[src/rtl/stock_code_lookup.sv]
// Open-addressed stock-code table lookup with linear probing over an external 512x70 RAM.
// Host writes share the RAM port and take priority over lookups whenever the engine is idle.
//
// state | meaning
// IDLE  | ready for a lookup; a pending host write wins
// WAIT  | RAM read in flight for the current probe address
// CMP   | compare RAM entry against latched code, decide hit/miss/next probe
// RESP  | response held until rsp_ready
// WRITE | single-cycle host write to the RAM, ack pulsed
module stock_code_lookup #(
    parameter int MAX_PROBE = 4
) (
    input  logic        clk,
    input  logic        reset,
    input  logic        req_valid,
    output logic        req_ready,
    input  logic [47:0] req_code,
    input  logic [8:0]  req_hash,
    output logic        rsp_valid,
    input  logic        rsp_ready,
    output logic        rsp_hit,
    output logic [20:0] rsp_data,
    output logic [8:0]  rsp_index,
    input  logic        host_wr_req,
    input  logic [8:0]  host_wr_addr,
    input  logic [69:0] host_wr_data,
    output logic        host_wr_ack,
    output logic [8:0]  mem_addr,
    output logic [69:0] mem_din,
    output logic        mem_we,
    input  logic [69:0] mem_dout
);

    typedef enum logic [2:0] {IDLE, WAIT, CMP, RESP, WRITE} state_t;

    localparam logic [2:0] LAST_PROBE = 3'(MAX_PROBE - 1);

    state_t      state;
    logic [47:0] code_q;
    logic [8:0]  hash_q;
    logic [2:0]  probe_q;

    logic        entry_valid;
    logic [47:0] entry_code;
    logic [20:0] entry_payload;
    logic [2:0]  probe_next;

    assign entry_valid   = mem_dout[69];
    assign entry_code    = mem_dout[68:21];
    assign entry_payload = mem_dout[20:0];
    assign probe_next    = probe_q + 3'd1;

    // Combinational so a write request arriving in IDLE blocks the same-cycle accept.
    assign req_ready = !reset && (state == IDLE) && !host_wr_req;

    always_ff @(posedge clk) begin
        if (reset) begin
            state       <= IDLE;
            code_q      <= '0;
            hash_q      <= '0;
            probe_q     <= '0;
            rsp_valid   <= 1'b0;
            rsp_hit     <= 1'b0;
            rsp_data    <= '0;
            rsp_index   <= '0;
            host_wr_ack <= 1'b0;
            mem_addr    <= '0;
            mem_din     <= '0;
            mem_we      <= 1'b0;
        end else begin
            host_wr_ack <= 1'b0;
            mem_we      <= 1'b0;
            case (state)
                IDLE: begin
                    if (host_wr_req) begin
                        mem_we      <= 1'b1;
                        mem_addr    <= host_wr_addr;
                        mem_din     <= host_wr_data;
                        host_wr_ack <= 1'b1;
                        state       <= WRITE;
                    end else if (req_valid) begin
                        code_q   <= req_code;
                        hash_q   <= req_hash;
                        probe_q  <= '0;
                        mem_addr <= req_hash;
                        state    <= WAIT;
                    end
                end
                WAIT: state <= CMP;
                CMP: begin
                    if (entry_valid && (entry_code == code_q)) begin
                        rsp_valid <= 1'b1;
                        rsp_hit   <= 1'b1;
                        rsp_data  <= entry_payload;
                        rsp_index <= mem_addr;
                        state     <= RESP;
                    end else if (!entry_valid || (probe_q == LAST_PROBE)) begin
                        // Empty slot ends the chain; otherwise the probe budget is spent.
                        rsp_valid <= 1'b1;
                        rsp_hit   <= 1'b0;
                        rsp_data  <= '0;
                        rsp_index <= mem_addr;
                        state     <= RESP;
                    end else begin
                        probe_q  <= probe_next;
                        mem_addr <= hash_q + 9'(probe_next);
                        state    <= WAIT;
                    end
                end
                RESP: begin
                    if (rsp_ready) begin
                        rsp_valid <= 1'b0;
                        state     <= IDLE;
                    end
                end
                WRITE: state <= IDLE;
                default: state <= IDLE;
            endcase
        end
    end

endmodule

[config.mk]
export PLATFORM = sky130hd
export DESIGN_NAME = stock_code_lookup
export DESIGN_NICKNAME = d
export VERILOG_FILES = /design/src/rtl/stock_code_lookup.sv
export SDC_FILE = /design/constraint.sdc
export NUM_CORES = 1
export LEC_CHECK = 0
export BUFFER_PORTS_ARGS = -buffer_cell sky130_fd_sc_hd__buf_2
export CORE_MARGIN = 2
export CORE_UTILIZATION = 47
export DETAILED_ROUTE_END_ITERATION = 12
export GPL_ROUTABILITY_DRIVEN = 0
export PLACE_DENSITY = 0.8
export RECOVER_POWER = 50
export SETUP_SLACK_MARGIN = 0.4
export SLEW_MARGIN = 20
export SYNTH_ARGS = -nofsm -noshare
export SYNTH_HDL_FRONTEND = slang
export SYNTH_SLANG_ARGS = --single-unit
export TNS_END_PERCENT = 100
[constraint.sdc]
create_clock -name clk -period 2.4 [get_ports clk]
set_input_delay 0.12 -clock clk [delete_from_list [all_inputs] [get_ports clk]]
set_output_delay 0.12 -clock clk [all_outputs]
set_load 0.02 [all_outputs]
==> results of run 1 <==
[per-layer routing]
layer,share of wire,vias to the layer above,wire (um)
li1,-,3877,-
met1,0.35,3897,9940
met2,0.51,521,14500
met3,0.086,139,2460
met4,0.058,2,1660
met5,0.00046,-,13
[power by group through the flow]
stage	Sequential [uW]	Clock [uW]	Combinational, uW
3_3_place_gp	3200	0	994
6_report	3160	2930	1250
2_1_floorplan	3330	0	440
5_1_grt	3170	3050	1340
3_5_place_dp	3210	0	1000
4_1_cts	3150	2930	1210
[final cells by class]
cell class	count	share of cell area
flip-flops and latches	175	0.312
multi-input cells	645	0.310
clock inverters	12	0.0137
well taps	184	0.0204
clock buffers	20	0.0414
repair buffers	503	0.299
diodes	1	0.000222
inverters	11	0.00366
[flip-flops by register name, indices dropped and copies added (netlist names)]
name	cells
mem_we	1
mem_din	70
probe_q	3
rsp_data	21
hash_q	9
rsp_valid	1
code_q	48
rsp_index	9
mem_addr	9
rsp_hit	1
state	3
[layout by cell type (no fill, tap or decap), drive strengths merged, types with 2 or more instances in the layout]
cell / netlist / routed
or3: 2 / 2
a21oi: 158 / 158
nand2: 303 / 303
xor2: 51 / 51
and3: 2 / 2
nand4: 6 / 6
clkbuf: 53 / 135
nor2b: 5 / 5
inv: 11 / 15
mux2i: 18 / 18
nor2: 9 / 10
o41ai: 2 / 2
clkinv: 0 / 5
bufinv: 0 / 3
a211o: 3 / 3
nor4: 14 / 14
buf: 7 / 240
dlygate4sd3: 0 / 148
nand3: 29 / 29
xnor2: 3 / 3
o21ai: 13 / 13
dfxtp: 175 / 175
nor3: 4 / 4
ha: 5 / 5
a211oi: 6 / 6
[worst max-delay path, stage by stage, from the launching register on]
cell,delay [ns]
dfxtp_2,0.33
xor2_1,0.17
nor4_2,0.35
nand4_1,0.21
buf_4,0.18
buf_4,0.13
nor4_4,0.11
buf_4,0.18
buf_6,0.12
buf_8,0.12
nand2_1,0.09
a21oi_1,0.25
[worst max-delay path by stage]
stage,start,end,cells after the start
2_1_floorplan,state[1]$_SDFFE_PP0P_,probe_q[2]$_SDFFE_PP0P_,8
4_1_cts,code_q[33]$_SDFFE_PP0P_,probe_q[1]$_SDFFE_PP0P_,7
6_report,code_q[33]$_SDFFE_PP0P_,rsp_data[13]$_SDFFE_PP0P_,11
3_5_place_dp,code_q[11]$_SDFFE_PP0P_,probe_q[1]$_SDFFE_PP0P_,7
3_3_place_gp,code_q[11]$_SDFFE_PP0P_,probe_q[1]$_SDFFE_PP0P_,7
5_1_grt,code_q[33]$_SDFFE_PP0P_,rsp_data[13]$_SDFFE_PP0P_,11
[what timing repair did]
item | in CTS | in global routing
gates resized for setup | 32 | 20
pin swaps | 21 | 12
gates cloned | 5 | 2
hold endpoints to repair | 148 | 0
setup buffers | 8 | 0
hold buffers | 148 | 0
setup endpoints to repair | 45 | 50
[metrics by stage]
stage	setup TNS [ns]	hold WS, ns	utilization	total power [uW]	worst slack (ns)
after floorplan	0	0.256	-	3770	0.385
after global routing	-0.0349	0.0497	0.769	7570	-0.0349
after detailed placement	0	0.365	0.610	4210	0.0218
after CTS	0	0.00321	0.771	7290	0.174
final	0	0.0148	0.769	7340	0.0398
after global placement	0	0.360	0.610	4200	0.0531
[cell families (layout without fill, tap and decap cells)]
| kind of cell | after synthesis | count (layout) | synth area share |
|---|---|---|---|
| adders and majority gates | 6 | 6 | 0.0117 |
| and+or+nand+nor | 378 | 379 | 0.222 |
| xor gates and xnor gates | 54 | 54 | 0.0668 |
| other | 0 | 1 | 0 |
| muxes | 18 | 18 | 0.0254 |
| DFF | 175 | 175 | 0.495 |
| buffers and inverters | 71 | 546 | 0.0397 |
| AOI/OAI and AO/OA | 188 | 188 | 0.140 |
==> results.toml, run 1 <==
[floorplan]
design.die.area_um2 = 16100
fp-row-count = 44
die_w_um = 127
core_um2 = 14600
fp.dieH_um = 127
start_util = 0.484
io_pins = 325

[synthesis]
async_flop_share = 0
synth.area.top_cells = "dfxtp_1 49%, nand2_1 16%, a21oi_1 11%"
yosysTopAreaCell = "dfxtp_1"
avgSynthCellArea_um2 = 7.96
synth_nets = 1107
synth_cells = 890
synth_most_common_cell = "nand2_1"
dominantRegCellSynth = "dfxtp_1"
synth_enable_flop_cells = 0
synth_top_cell_area_share = 0.495
ys_types = 38
netlist_area_um2 = 7080
netlist_top_cells_count = "303 x nand2_1, 175 x dfxtp_1, 158 x a21oi_1, 53 x clkbuf_1, 51 x xor2_1"
yosys_warnings = 0
seq_area_frac_synth = 0.495
ys_ff_latch = 175

[timing]
rsz0062_at_grt = "yes"
hold_viol = 0
setup_viol = 0
min_period_ns = 2.36
max_freq_mhz = 424
drv_slew = 0
clock_skew_ns = 0.0113
relSlewSlack = 0.133
worstMarginPinSlew_ns = 1.30
period_share = 0.983

[setup_path]
cp-end-kind = "flop"
worstPathArrival_ns = 2.68
cp.required_ns = 2.72
path_max_fanout = 5
reg2reg_to = "rsp_data[13]$_SDFFE_PP0P_"
worstReg2RegStart = "code_q[33]$_SDFFE_PP0P_"
cp-start-kind = "flop"
worstSetupPathType = "reg -> reg"
r2r_cells = 11
rrSetupSlack_ns = 0.04

[power_and_ir_drop]
leakage_uw = 0.00476
p_clk_frac = 0.399
p_seq_frac = 0.431
netSwitchingPower_uw = 2020
comb_power_share = 0.170
power.internal_uw = 5320
sw_frac_of_total = 0.275
ir_drop_mv = 0.640
p_per_area_nw_per_um2 = 652

[global_routing]
grt_max_degree = 165
antenna_found_initial = 2
grt_overflow = 0
busiest_layer = "met2"
use_met2 = 0.601
grt_pass1_wl_mm = 42.4
grt_util_met3 = 0.0924
grt_util_met1 = 0.341
grtUsageTotal = 0.332
grt_pass1_vias = 8373

[worst_hold_path]
min_from = "rsp_ready"
hold_path.class = "in -> reg"
hold_depth = 4
hold-path-endpoint = "state[1]$_SDFFE_PP0P_"

[placed_design]
hpwl_mm = 14.7
place_inst = 1355
io_buffers = 324
dpl_cell_area_um2 = 8930

[clocking]
cts_made_buffers = 17
ctsLongestPathBuffers = 2
cts_max_level = 4
clkLatencyLatePin_ns = 0.43
clock-root-buffer = "clkbuf_16"
cts_tree = "yes"
path_clk_slew_ns = 0.07
clkSinkCount = 175

[cells_and_area]
design_area_um2 = 11300
drive_gt1_frac = 0.231
final_cells = 1551
synthToLayoutAreaGrowth_pct = 59.1
multi_input_area_um2 = 3490
fin_nets = 1570
seq_area_um2 = 3510
fillers = 969

[drt]
firstDrtPassIters = 6
via_count = 8436
drtIter0Drc = 640
viasPerCell = 5.44
ant_nets = 0
postRouteWirelength_mm = 28.6
avgRoutedWirePerCell_um = 18.4
remaining_drc_errors = 0

[run_status]
status = "complete, no violations"

[flow_run]
cap_violations = 0
No activity file was read; power rests on OpenSTA's default activity.
==> run 2, diff against run 1 <==
RECOVER_POWER = 25   (was 50)
SKIP_LAST_GASP = 1   (was unset)
==> run 2 against run 1 <==
Compared with the run above:
- largest power group unchanged
- highest routed layer unchanged
- critical path type unchanged
- clock power is essentially flat
- clock skew is essentially flat
- combinational power is essentially flat
==> results.toml, run 2 (synthesized netlist as in run 1, its figures left out) <==
[run_status]
status = "complete, no violations"

[cells_and_area]
seq_area_um2 = 3510
largest_reg_flops = 70
drive_gt1_frac = 0.262
regMostFlops = "mem_din"
multi_input_area_um2 = 3500
fillers = 940
synthToLayoutAreaGrowth_pct = 59.9
fin_nets = 1570
mostFrequentLayoutCells = "300 x nand2_1, 253 x buf_2, 171 x dfxtp_1, 152 x a21oi_1, 148 x dlygate4sd3_1"
final_common_cell = "nand2_1"
reg.largest.list = "mem_din x70, code_q x48, rsp_data x21"

[power_and_ir_drop]
leakage_uw = 0.00494
p_per_area_nw_per_um2 = 649
netSwitchingPower_uw = 2010
p_clk_frac = 0.398
sw_frac_of_total = 0.274
power.internal_uw = 5330
comb_power_share = 0.172
ir_drop_mv = 0.640
p_seq_frac = 0.430

[worst_hold_path]
min_from = "rsp_ready"
hold_depth = 4
hold-path-endpoint = "state[1]$_SDFFE_PP0P_"
hold_path.class = "in -> reg"

[floorplan]
start_util = 0.484
io_pins = 325
fp-row-count = 44
core_um2 = 14600
die_w_um = 127
fp.dieH_um = 127
design.die.area_um2 = 16100

[drt]
via_count = 8399
avgRoutedWirePerCell_um = 18.4
firstDrtPassIters = 5
drtIter0Drc = 673
viasPerCell = 5.42
remaining_drc_errors = 0
postRouteWirelength_mm = 28.6
ant_nets = 0

[placed_design]
io_buffers = 324
hpwl_mm = 14.7

[global_routing]
grt_pass1_vias = 8373
grt_max_degree = 165
grtUsageTotal = 0.332
grt_pass1_wl_mm = 42.4
antenna_found_initial = 2
grt_overflow = 0

[clocking]
cts_max_level = 4
path_clk_slew_ns = 0.07
clock-root-buffer = "clkbuf_16"
cts_made_buffers = 17
cts_tree = "yes"
clkSinkCount = 175
clkLatencyLatePin_ns = 0.43
ctsLongestPathBuffers = 2

[setup_path]
reg2reg_to = "rsp_data[13]$_SDFFE_PP0P_"
cp-end-kind = "flop"
path_max_fanout = 5
worstReg2RegStart = "code_q[33]$_SDFFE_PP0P_"
worstPathArrival_ns = 2.68
crit_top_cell = "buf_4"
cp.required_ns = 2.72
worstSetupPathType = "reg -> reg"
cp-start-kind = "flop"
path_cells = "xor2_1 > nor4_2 > nand4_1 > buf_4 > buf_4 > nor4_4 > buf_4 > buf_6 > buf_8 > nand2_1 > a21oi_1"
slowest_delay_ns = 0.35
r2r_cells = 11
crit_start = "code_q[33]$_SDFFE_PP0P_"
rrSetupSlack_ns = 0.04
critPathSlowestCell = "nor4_2"

[timing]
drv_slew = 0
setup_viol = 0
max_freq_mhz = 423
clock_skew_ns = 0.0113
hold_viol = 0
period_share = 0.985
setup_tns_ns = 0
rsz0062_at_grt = "yes"
fin_hold_ws_ns = 0.0180
relSlewSlack = 0.492
worstMarginPinSlew_ns = 0.762
min_period_ns = 2.36

[flow_run]
cap_violations = 0
==> run 2: changes by cell type in the layout (fill, tap and decap cells not counted), sizes merged <==
cell | before | now
buf | 240 | 282
clkbuf | 135 | 93
==> run 2: layout make-up <==
class,count,area share
inverters,11,0.00364
flip-flops and latches,175,0.310
clock buffers,20,0.0412
diodes,1,0.000221
repair buffers,503,0.303
multi-input cells,645,0.309
well taps,184,0.0203
clock inverters,12,0.0136
==> run 2: what timing repair did <==
action	CTS	global route
resized for setup	32	20
buffers inserted	8	0
cloned	5	2
pin swaps	21	12
endpoints found under the hold margin	148	0
hold buffers	148	0
endpoints found under the setup margin	45	50
==> run 2: worst max path at each step <==
stage / end / slack, ns / cells after the start
global route: rsp_data[13]$_SDFFE_PP0P_ / -0.03 / 11
floorplan: probe_q[2]$_SDFFE_PP0P_ / 0.39 / 8
detailed placement: probe_q[1]$_SDFFE_PP0P_ / 0.02 / 7
finish: rsp_data[13]$_SDFFE_PP0P_ / 0.04 / 11
CTS: probe_q[1]$_SDFFE_PP0P_ / 0.17 / 7
global placement: probe_q[1]$_SDFFE_PP0P_ / 0.05 / 7
==> run 2: per-stage QoR <==
stage	setup WS (ns)	cells	util	total power, uW	area (um2)
3_3_place_gp	0.0531	1355	0.610	4200	8930
3_5_place_dp	0.0218	1355	0.610	4210	8930
4_1_cts	0.174	1548	0.771	7290	11300
5_1_grt	-0.0349	1551	0.774	7580	11300
6_report	0.0351	1551	0.774	7350	11300
2_1_floorplan	0.385	890	-	3770	7100
==> run 2: routing by layer <==
layer,global-route usage,routed length (um)
met1,0.341,10000
met2,0.601,14500
met3,0.0924,2390
met4,0.198,1610
met5,0,13
==> run 2: power groups by stage <==
stage	Clock (uW)	Combinational, uW	Sequential, uW
floorplan	0	440	3330
global placement	0	994	3200
detailed placement	0	1000	3210
CTS	2930	1210	3150
global route	3050	1350	3170
finish	2920	1260	3160
==> run 2: worst max-delay path: cells and delay by family (launching register included) <==
| kind | cells | cell delay, ns |
|---|---|---|
| compound gates | 1 | 0.26 |
| xor+xnor | 1 | 0.17 |
| buf+inv | 5 | 0.73 |
| flops | 1 | 0.33 |
| simple gates | 4 | 0.76 |
